[src/rtl/mdl_relpgrewind_if.sv]
// Seek/load/position bus of the reverse relative-page engine.
// master = host side (drives requests), slave = the engine.
interface mdl_relpgrewind_if;
    logic        i_POS_LD;
    logic [11:0] i_POS_D;
    logic        i_SEEK_REQ;
    logic [11:0] i_SEEK_TGT;
    logic        i_SEEK_ABORT;
    logic        o_SEEK_BUSY;
    logic        o_SEEK_DONE;
    logic        o_SEEK_ERR;
    logic [11:0] o_STEPS;
    logic        o_POS_LSB;
    logic [11:0] o_POS;

    modport master (
        output i_POS_LD, i_POS_D, i_SEEK_REQ, i_SEEK_TGT, i_SEEK_ABORT,
        input  o_SEEK_BUSY, o_SEEK_DONE, o_SEEK_ERR, o_STEPS, o_POS_LSB, o_POS
    );
    modport slave (
        input  i_POS_LD, i_POS_D, i_SEEK_REQ, i_SEEK_TGT, i_SEEK_ABORT,
        output o_SEEK_BUSY, o_SEEK_DONE, o_SEEK_ERR, o_STEPS, o_POS_LSB, o_POS
    );
endinterface

[src/rtl/mdl_relpgrewind.sv]
// Bit-serial reverse page-position engine (mod 2053, step -522) with a rewind-to-target seek FSM.
// Optional macro RELPG_SEEK_TIMEOUT_EN adds the ERR state after 2053 unmatched steps.
module mdl_relpgrewind (
    input  logic             i_MCLK,
    input  logic             i_RST_n,
    input  logic             i_CLK2M_PCEN_n,
    input  logic [19:0]      i_ROT20_n,
    mdl_relpgrewind_if.slave bus
);
    localparam logic [1:0]  ST_IDLE = 2'd0;
    localparam logic [1:0]  ST_SEEK = 2'd1;
    localparam logic [1:0]  ST_DONE = 2'd2;
    localparam logic [1:0]  ST_ERR  = 2'd3;
    localparam logic [11:0] C_SUB   = 12'hDF6;   // -522 in 12 bits
    localparam logic [11:0] C_WRAP  = 12'h5FB;   // +1531 = -522 + 2053
    localparam logic [11:0] C_CMP   = 12'h20A;   // 522
    localparam logic [11:0] C_MOD   = 12'd2053;
    localparam logic [11:0] C_SAT   = 12'hFFF;

    logic [11:0] r_pos, r_tgt, r_steps, r_pos_snap, r_ld_d;
    logic        r_carry, r_g, r_ge, r_step_en, r_ld_pend;
    logic [1:0]  r_state;

    logic [19:0] w_slot;
    logic [4:0]  w_k;
    logic        w_en, w_any, w_shift, w_s0, w_s12, w_s19;
    logic [11:0] w_const, w_ld_val;
    logic        w_cbit, w_gbit, w_sum, w_cout, w_g_in, w_g;
    logic        w_match, w_timeout, w_abort, w_ld, w_start;

    genvar gi;
    generate
        for (gi = 0; gi < 20; gi++) begin : g_slot
            assign w_slot[gi] = ~i_ROT20_n[gi];
        end
    endgenerate

    always_comb begin
        w_k = 5'd0;
        for (int i = 0; i < 20; i++)
            if (w_slot[i]) w_k = w_k | 5'(i);
    end

    assign w_en    = ~i_CLK2M_PCEN_n;
    assign w_any   = |w_slot;
    assign w_shift = w_any & (w_k < 5'd12);
    assign w_s0    = w_any & (w_k == 5'd0);
    assign w_s12   = w_any & (w_k == 5'd12);
    assign w_s19   = w_any & (w_k == 5'd19);

    // Addend bit for the current slot; zero outside slots 0-11 or when not stepping.
    assign w_const = r_step_en ? (r_ge ? C_SUB : C_WRAP) : 12'd0;
    assign w_cbit  = |(w_const & w_slot[11:0]);
    assign w_gbit  = |(C_CMP & w_slot[11:0]);
    assign w_sum   = r_pos[0] ^ w_cbit ^ r_carry;
    assign w_cout  = (r_pos[0] & w_cbit) | (r_pos[0] & r_carry) | (w_cbit & r_carry);

    // LSB-first magnitude compare of the new value against 522; higher bits override.
    assign w_g_in  = w_s0 ? 1'b1 : r_g;
    assign w_g     = (w_sum & ~w_gbit) | (~(w_sum ^ w_gbit) & w_g_in);

    assign w_ld_val = (r_ld_d >= C_MOD) ? (r_ld_d - C_MOD) : r_ld_d;
    assign w_match  = (r_pos == r_tgt);
    assign w_abort  = bus.i_SEEK_ABORT;
    assign w_ld     = bus.i_POS_LD;
    assign w_start  = bus.i_SEEK_REQ & ~w_abort & ~w_ld & ~r_ld_pend;

`ifdef RELPG_SEEK_TIMEOUT_EN
    assign w_timeout      = (r_steps == C_MOD);
    assign bus.o_SEEK_ERR = (r_state == ST_ERR);
`else
    assign w_timeout      = 1'b0;
    assign bus.o_SEEK_ERR = 1'b0;
`endif

    always_ff @(posedge i_MCLK or negedge i_RST_n) begin
        if (!i_RST_n) begin
            r_pos      <= 12'd0;
            r_carry    <= 1'b0;
            r_g        <= 1'b0;
            r_ge       <= 1'b0;
            r_pos_snap <= 12'd0;
        end else if (w_en) begin
            if (w_shift) begin
                r_pos   <= {w_sum, r_pos[11:1]};
                r_carry <= w_cout;
                r_g     <= w_g;
            end
            if (w_s12)
                r_pos_snap <= r_pos;
            if (w_s19) begin
                r_carry <= 1'b0;
                r_ge    <= r_g;
                if (r_ld_pend) begin
                    r_pos <= w_ld_val;
                    r_ge  <= (w_ld_val >= 12'd522);
                end
            end
        end
    end

    // A load waits for the frame boundary so the serial register is never split mid-frame.
    always_ff @(posedge i_MCLK or negedge i_RST_n) begin
        if (!i_RST_n) begin
            r_ld_pend <= 1'b0;
            r_ld_d    <= 12'd0;
        end else if (w_en) begin
            if (w_s19)
                r_ld_pend <= 1'b0;
            if (w_ld) begin
                r_ld_pend <= 1'b1;
                r_ld_d    <= bus.i_POS_D;
            end
        end
    end

    always_ff @(posedge i_MCLK or negedge i_RST_n) begin
        if (!i_RST_n) begin
            r_state   <= ST_IDLE;
            r_tgt     <= 12'd0;
            r_steps   <= 12'd0;
            r_step_en <= 1'b0;
        end else if (w_en) begin
            if (w_s19)
                r_step_en <= (r_state == ST_SEEK) & ~w_abort & ~w_ld & ~w_match & ~w_timeout;
            case (r_state)
                ST_IDLE: begin
                    if (w_start) begin
                        r_state <= ST_SEEK;
                        r_tgt   <= bus.i_SEEK_TGT;
                        r_steps <= 12'd0;
                    end
                end
                ST_SEEK: begin
                    if (w_abort | w_ld)
                        r_state <= ST_IDLE;
                    else if (w_s19) begin
                        if (w_match)
                            r_state <= ST_DONE;
                        else if (w_timeout)
                            r_state <= ST_ERR;
                        else if (r_steps != C_SAT)
                            r_steps <= r_steps + 12'd1;
                    end
                end
                ST_DONE, ST_ERR: begin
                    if (w_abort | bus.i_SEEK_REQ)
                        r_state <= ST_IDLE;
                end
                default: r_state <= ST_IDLE;
            endcase
        end
    end

    assign bus.o_SEEK_BUSY = (r_state == ST_SEEK);
    assign bus.o_SEEK_DONE = (r_state == ST_DONE);
    assign bus.o_STEPS     = r_steps;
    assign bus.o_POS_LSB   = w_sum;
    assign bus.o_POS       = r_pos_snap;
endmodule
[src/flat_wrapper.sv]
// flat-port wrapper written by rule: the top's interface ports become plain ports
module mdl_relpgrewind_flat 
  (i_MCLK, i_RST_n, i_CLK2M_PCEN_n, i_ROT20_n, bus_i_POS_LD, bus_i_POS_D, bus_i_SEEK_REQ, bus_i_SEEK_TGT, bus_i_SEEK_ABORT, bus_o_SEEK_BUSY, bus_o_SEEK_DONE, bus_o_SEEK_ERR, bus_o_STEPS, bus_o_POS_LSB, bus_o_POS);
  mdl_relpgrewind_if bus_i ();
  input  logic i_MCLK;
  input  logic i_RST_n;
  input  logic i_CLK2M_PCEN_n;
  input  logic [19:0] i_ROT20_n;
  input wire logic [$bits(bus_i.i_POS_LD)-1:0] bus_i_POS_LD;
  input wire logic [$bits(bus_i.i_POS_D)-1:0] bus_i_POS_D;
  input wire logic [$bits(bus_i.i_SEEK_REQ)-1:0] bus_i_SEEK_REQ;
  input wire logic [$bits(bus_i.i_SEEK_TGT)-1:0] bus_i_SEEK_TGT;
  input wire logic [$bits(bus_i.i_SEEK_ABORT)-1:0] bus_i_SEEK_ABORT;
  output wire logic [$bits(bus_i.o_SEEK_BUSY)-1:0] bus_o_SEEK_BUSY;
  output wire logic [$bits(bus_i.o_SEEK_DONE)-1:0] bus_o_SEEK_DONE;
  output wire logic [$bits(bus_i.o_SEEK_ERR)-1:0] bus_o_SEEK_ERR;
  output wire logic [$bits(bus_i.o_STEPS)-1:0] bus_o_STEPS;
  output wire logic [$bits(bus_i.o_POS_LSB)-1:0] bus_o_POS_LSB;
  output wire logic [$bits(bus_i.o_POS)-1:0] bus_o_POS;
  assign bus_i.i_POS_LD = bus_i_POS_LD;
  assign bus_i.i_POS_D = bus_i_POS_D;
  assign bus_i.i_SEEK_REQ = bus_i_SEEK_REQ;
  assign bus_i.i_SEEK_TGT = bus_i_SEEK_TGT;
  assign bus_i.i_SEEK_ABORT = bus_i_SEEK_ABORT;
  assign bus_o_SEEK_BUSY = bus_i.o_SEEK_BUSY;
  assign bus_o_SEEK_DONE = bus_i.o_SEEK_DONE;
  assign bus_o_SEEK_ERR = bus_i.o_SEEK_ERR;
  assign bus_o_STEPS = bus_i.o_STEPS;
  assign bus_o_POS_LSB = bus_i.o_POS_LSB;
  assign bus_o_POS = bus_i.o_POS;
  mdl_relpgrewind u_core (.i_MCLK(i_MCLK), .i_RST_n(i_RST_n), .i_CLK2M_PCEN_n(i_CLK2M_PCEN_n), .i_ROT20_n(i_ROT20_n), .bus(bus_i));
endmodule
[config.mk]
export PLATFORM = sky130hd
export DESIGN_NAME = mdl_relpgrewind_flat
export DESIGN_NICKNAME = d
export VERILOG_FILES = /design/src/rtl/mdl_relpgrewind_if.sv /design/src/rtl/mdl_relpgrewind.sv /design/src/flat_wrapper.sv
export SDC_FILE = /design/constraint.sdc
export NUM_CORES = 1
export LEC_CHECK = 0
export BUFFER_PORTS_ARGS = -buffer_cell sky130_fd_sc_hd__buf_2
export CAP_MARGIN = 40
export CORE_UTILIZATION = 55
export DETAILED_ROUTE_END_ITERATION = 6
export PLACE_DENSITY_LB_ADDON = 0.2
export RECOVER_POWER = 25
export SETUP_SLACK_MARGIN = 0.4
export SLEW_MARGIN = 20
export SYNTH_ARGS = -nofsm -noshare
export SYNTH_HDL_FRONTEND = slang
export SYNTH_SLANG_ARGS = --single-unit
[constraint.sdc]
create_clock -name i_MCLK -period 5.25 [get_ports i_MCLK]
set_input_delay 0 -clock i_MCLK [delete_from_list [all_inputs] [get_ports i_MCLK]]
set_output_delay 0 -clock i_MCLK [all_outputs]
set_load 0.01 [all_outputs]
# Yosys cells after proc, flatten, opt, wreduce, memory -nomap -nowiden
# Cells that the tools add are included.
# Widths: inputs -> output; s select.
[totals]
reg_bits = 67
in_bits = 50
out_inout_bits = 28
elab_cells = 143
[classes]
add_sub_neg = 2
magnitude_cmp = 3
n_eq_ne = 15
mux = 43
bitwise = 51
reduce_logical = 18
[ops]
columns = ["op", "count"]
rows = [
  ["$mux 12", 11],
  ["$mux 4", 8],
  ["$not 1->1", 27],
  ["$pmux 12 s2", 1],
  ["$mux 5", 4],
  ["$reduce_or 20->1", 1],
  ["$and 1x1->1", 15],
  ["$mux 2", 7],
  ["$add 12x1->12 const B", 1],
  ["$and 12x12->12", 1],
  ["$eq 12x12->1", 1],
  ["$ge 12x10->1 const B", 1],
  ["$ge 12x12->1 const B", 1],
  ["$mux 3", 4],
  ["$ne 12x12->1 const B", 1],
  ["$reduce_and 2->1", 6],
  ["$reduce_or 12->1", 1],
  ["$sub 12x12->12 const B", 1],
  ["$ne 2x1->1 const B", 4],
  ["$mux 1", 7],
  ["$reduce_and 7->1", 1],
  ["$ne 3x1->1 const B", 2],
  ["$pmux 2 s3", 1],
  ["$reduce_bool 2->1", 3],
  ["14 further kinds", 22],
]

# Logic depth before layout (Yosys ltp)
[depth]
depth_word = 24
mapped_depth = 9

# Worst setup path after synthesis
# No wires, ideal clock.
[synth_timing]
kind = "register -> register"
from = "reg u_core.r_steps[0], in the netlist u_core.bus.o_STEPS[0]"
to = "reg u_core.r_steps[9], in the netlist u_core.bus.o_STEPS[9]"
setup_time_ns = 0.077
arrival_ns = 2.026
required_ns = 5.173
slack_ns = 3.147
path_stages_with_launch = 9
path_buffers = 1
synth_period_minus_slack_ns = 2.103
cell_sequence = "dfrtp_1 ha_1 nand3_1 or2_2 o31a_1 a31oi_1 buf_2 o21ai_1 a21oi_1"
[synth_between]
elab_chain_cells = 6
word_cells_on_any_way = 9
cone_classes = "1 x add/sub; 2 x eq/ne; 5 x mux; 1 x reduce/logical"
[synth_rtl]
columns = ["element", "line_no", "text"]
rows = [
  ["start: declaration", "mdl_relpgrewind.sv:20", "logic [11:0] r_pos, r_tgt, r_steps, r_pos_snap, r_ld_d;"],
  ["start signal: assignment", "mdl_relpgrewind.sv:143", "r_steps <= r_steps + 12'd1;"],
  ["$add 12x1->12", "mdl_relpgrewind.sv:143", ""],
  ["$mux 12", "mdl_relpgrewind.sv:142", "else if (r_steps != C_SAT)"],
  ["$mux 12", "mdl_relpgrewind.sv:138", "if (w_match)"],
  ["$mux 12", "mdl_relpgrewind.sv:137", "else if (w_s19) begin"],
  ["$mux 12", "mdl_relpgrewind.sv:135", "if (w_abort | w_ld)"],
  ["$pmux 12 s2", "mdl_relpgrewind.sv:126", "case (r_state)"],
]
# Parallel ways exist; a longest one is shown, timed or not. The select of a mux whose other input is x is not followed.
# A chain may end at the register's enable or synchronous reset.

# Worst setup path in the final report
[layout_timing]
from = "reg u_core.r_steps[0], in the netlist u_core.bus.o_STEPS[0]"
to = "reg u_core.r_steps[10], in the netlist u_core.bus.o_STEPS[10]"
# Same word-level chain as after synthesis.

==> reports/metrics.cfg <==
[pwr]
pwr-share-comb_pct = 23.5
power_switching_uw = 452
internal-power_uw = 972
power_uw = 1420
cellPowerDensity_nw_per_um2 = 305
ir_drop_mv = 0.284
pwr-share-seq_pct = 45.9
clock_power_share_pct = 30.6
leakagePower_uw = 0.00217
sw_frac_of_total_pct = 31.8

[floorplan]
placement_rows = 29
coreArea_um2 = 6460
die_h_um = 84.5
start_util_pct = 57.9
die_w_um = 84.5
io_pins = 78
die_area_um2 = 7140

[routing]
vias = 3262
vias_per_cell = 5.84
detail_route.wl_per_cell_um = 15.8
drc = 16
drt_wl_total_um = 8840
drt_iter0_drc = 191
dr.pass1.iters = 7
detail-route-antenna-nets = 0

[sta]
finalHoldViolations = 0
fin_crit_sh_pct = 46.1
tightestPinTransition_ps = 830
drv_slew = 0
rsz0062_at_grt = false
slew_headroom_pct = 44.7
fmax_mhz = 413
finClkSkew_ps = 13.2
layout_setup_ws_ps = 2830
setup_viol = 0
finalCriticalPeriod_ps = 2420
finalSetupTns_ps = 0

[min_path]
hold_path_class = input port to flop

[clock_network]
cts_tree = yes
clk_latency_ps = 360
cts_buffer_depth = 2
clk_pin_slew_worst_paths_ps = 80
cts-root-buf = clkbuf_8
cts_inserted_buffers = 9
htree_levels = 3
clock-sinks = 67

[place]
dp_hpwl_um = 6420
place_congestion = 0.859
preCtsSetupSlack_ps = 2870
place_area_um2 = 4220
portBuffers = 76

[synthesis]
synth_cell_types = 57
synth-edff-count = 0
ys_ff_latch = 67
synthFlopType = dfrtp_1
synth_seq_area_share_pct = 44.8
yosysTopAreaCell = dfrtp_1
yosys_warnings = 0
synth_area_leaders = dfrtp_1, mux2_2, xor2_1
async_reset_ff_share_pct = 100
syn-cell-area_um2 = 3740
postSynthCellCount = 374
synth_top_area_share_pct = 44.8
syn_avg_cell_area_um2 = 10.0
syn_nets = 429

[run]
cap_violations = 0

[final_layout]
final_cell_mix = buf_2, dfrtp_1, mux2_2
antenna_cells = 0
final_common_cell = buf_2
fin_nets = 532
syn2layout_area_growth_pct = 24.6
fill_cells = 499
final_cell_area_um2 = 4660
drive_gt1_share_pct = 29.3

[critical_path]
crit_arrival_ps = 2660
cp.required_ps = 5490
critPathKind = flop to flop
crit_path_end_kind = flop
reg2reg_slack_ps = 2830
startpoint_type = flop
path_max_fanout = 10

[global_route]
grt_first_pass_wirelength_um = 14800
grt.overflow.total = 0
track_usage_pct = 26.7
grt_pass1_vias = 3131
gr-max-usage-layer = met2
grt_start_max_net_pins = 56
use_met1_pct = 36.1
met3_usage_pct = 6.88
gr-usage-met2_pct = 43.0
antenna_found_initial = 0

[outcome]
failed_checks = design-rule violations
outcome = complete, but fails checks

-- layer usage --
metal	vias up	wire length [um]
met2	82	4220
met1	1585	4090
met5	-	0
met3	13	414
li1	1582	-
met4	0	116
-- synthesized netlist by cell type (all sizes together) (3+ instances only) --
cell type / instances
a21oi: 22
o22a: 9
clkbuf: 9
or2: 3
nand2b: 4
o31ai: 18
nor3b: 3
nand4: 10
a31oi: 4
or3: 11
nor2b: 8
a21o: 3
nor3: 13
dfrtp: 67
nor2: 27
xor2: 15
xnor2: 3
nor4: 9
ha: 4
mux2: 32
o21ai: 15
inv: 10
and2: 5
buf: 6
nand2: 25
nand3: 14
-- through the flow --
stage / utilization [%] / instances / hold WS [ps]
floorplan: - / 374 / -296
global placement: 64.5 / 514 / 200
detailed placement: 65.3 / 518 / -45.4
CTS: 72.3 / 559 / 14.4
global route: 72.2 / 559 / 30.4
finish: 72.2 / 559 / 15.1
-- critical path, stage by stage, from the launching register on --
cell and delay, ps:
dfrtp_1 420, ha_1 240, nand3_1 80, or2_2 330
o31a_1 320, a31oi_1 460, buf_4 260, or4_1 120
a21oi_1 60
-- final timing paths --
check | from | to | depth (start not counted)
max in group asynchronous | i_RST_n | u_core.r_state[1] | 4
worst min register to register | u_core.bus.o_POS[4] | u_core.bus.o_POS[4] | 1
worst min-delay path | bus_i_POS_LD | u_core.r_state[1] | 4
worst max-delay path | u_core.bus.o_STEPS[0] | u_core.bus.o_STEPS[10] | 8
min in group asynchronous | i_RST_n | u_core.r_step_en | 3
worst max register to register | u_core.bus.o_STEPS[0] | u_core.bus.o_STEPS[10] | 8
-- power by group through the flow --
stage | clock (uW) | combinational [uW] | sequential, uW
final | 436 | 334 | 654
after CTS | 443 | 334 | 651
after global routing | 467 | 367 | 663
after detailed placement | 0 | 319 | 661
after global placement | 0 | 297 | 659
after floorplan | 0 | 238 | 633
-- area by class of cell --
type | instances | area, um^2 | share of cell area, %
Multi-Input combinational cell | 282 | 1960 | 42.1
Clock inverter | 7 | 76.3 | 1.64
Timing Repair Buffer | 107 | 689 | 14.8
Tap cell | 77 | 96.3 | 2.07
Sequential cell | 67 | 1680 | 36.0
Inverter | 10 | 37.5 | 0.805
Clock buffer | 9 | 124 | 2.66
-- kinds of logic after synthesis --
logic type                 after synthesis  share of synthesized area, %
other                                    1                         0.100
DFF                                     67                          44.8
muxes                                   34                          10.2
xor gates and xnor gates                18                          4.21
and+or+nand+nor                        141                          20.8
adders and majority gates                5                          1.87
AOI/OAI and AO/OA                       83                          15.3
buffers and inverters                   25                          2.78
-- sequential cells by signal, indices dropped and copies added, names as in the netlist --
register,count
u_core.bus.o_POS,12
u_core.bus.o_STEPS,12
u_core.r_ld_d,12
u_core.r_pos,12
u_core.r_tgt,12
u_core.r_state,2
u_core.r_carry,1
u_core.r_g,1
u_core.r_ge,1
u_core.r_ld_pend,1
u_core.r_step_en,1
-- what timing repair did --
| action | CTS | global route |
|---|---|---|
| endpoints found under the hold margin | 91 | 0 |
| buffers inserted | 0 | 0 |
| hold buffers | 25 | 0 |
| resized for setup | 0 | 0 |
| endpoints found under the setup margin | 0 | 0 |
No activity file was read; power rests on OpenSTA's default activity.
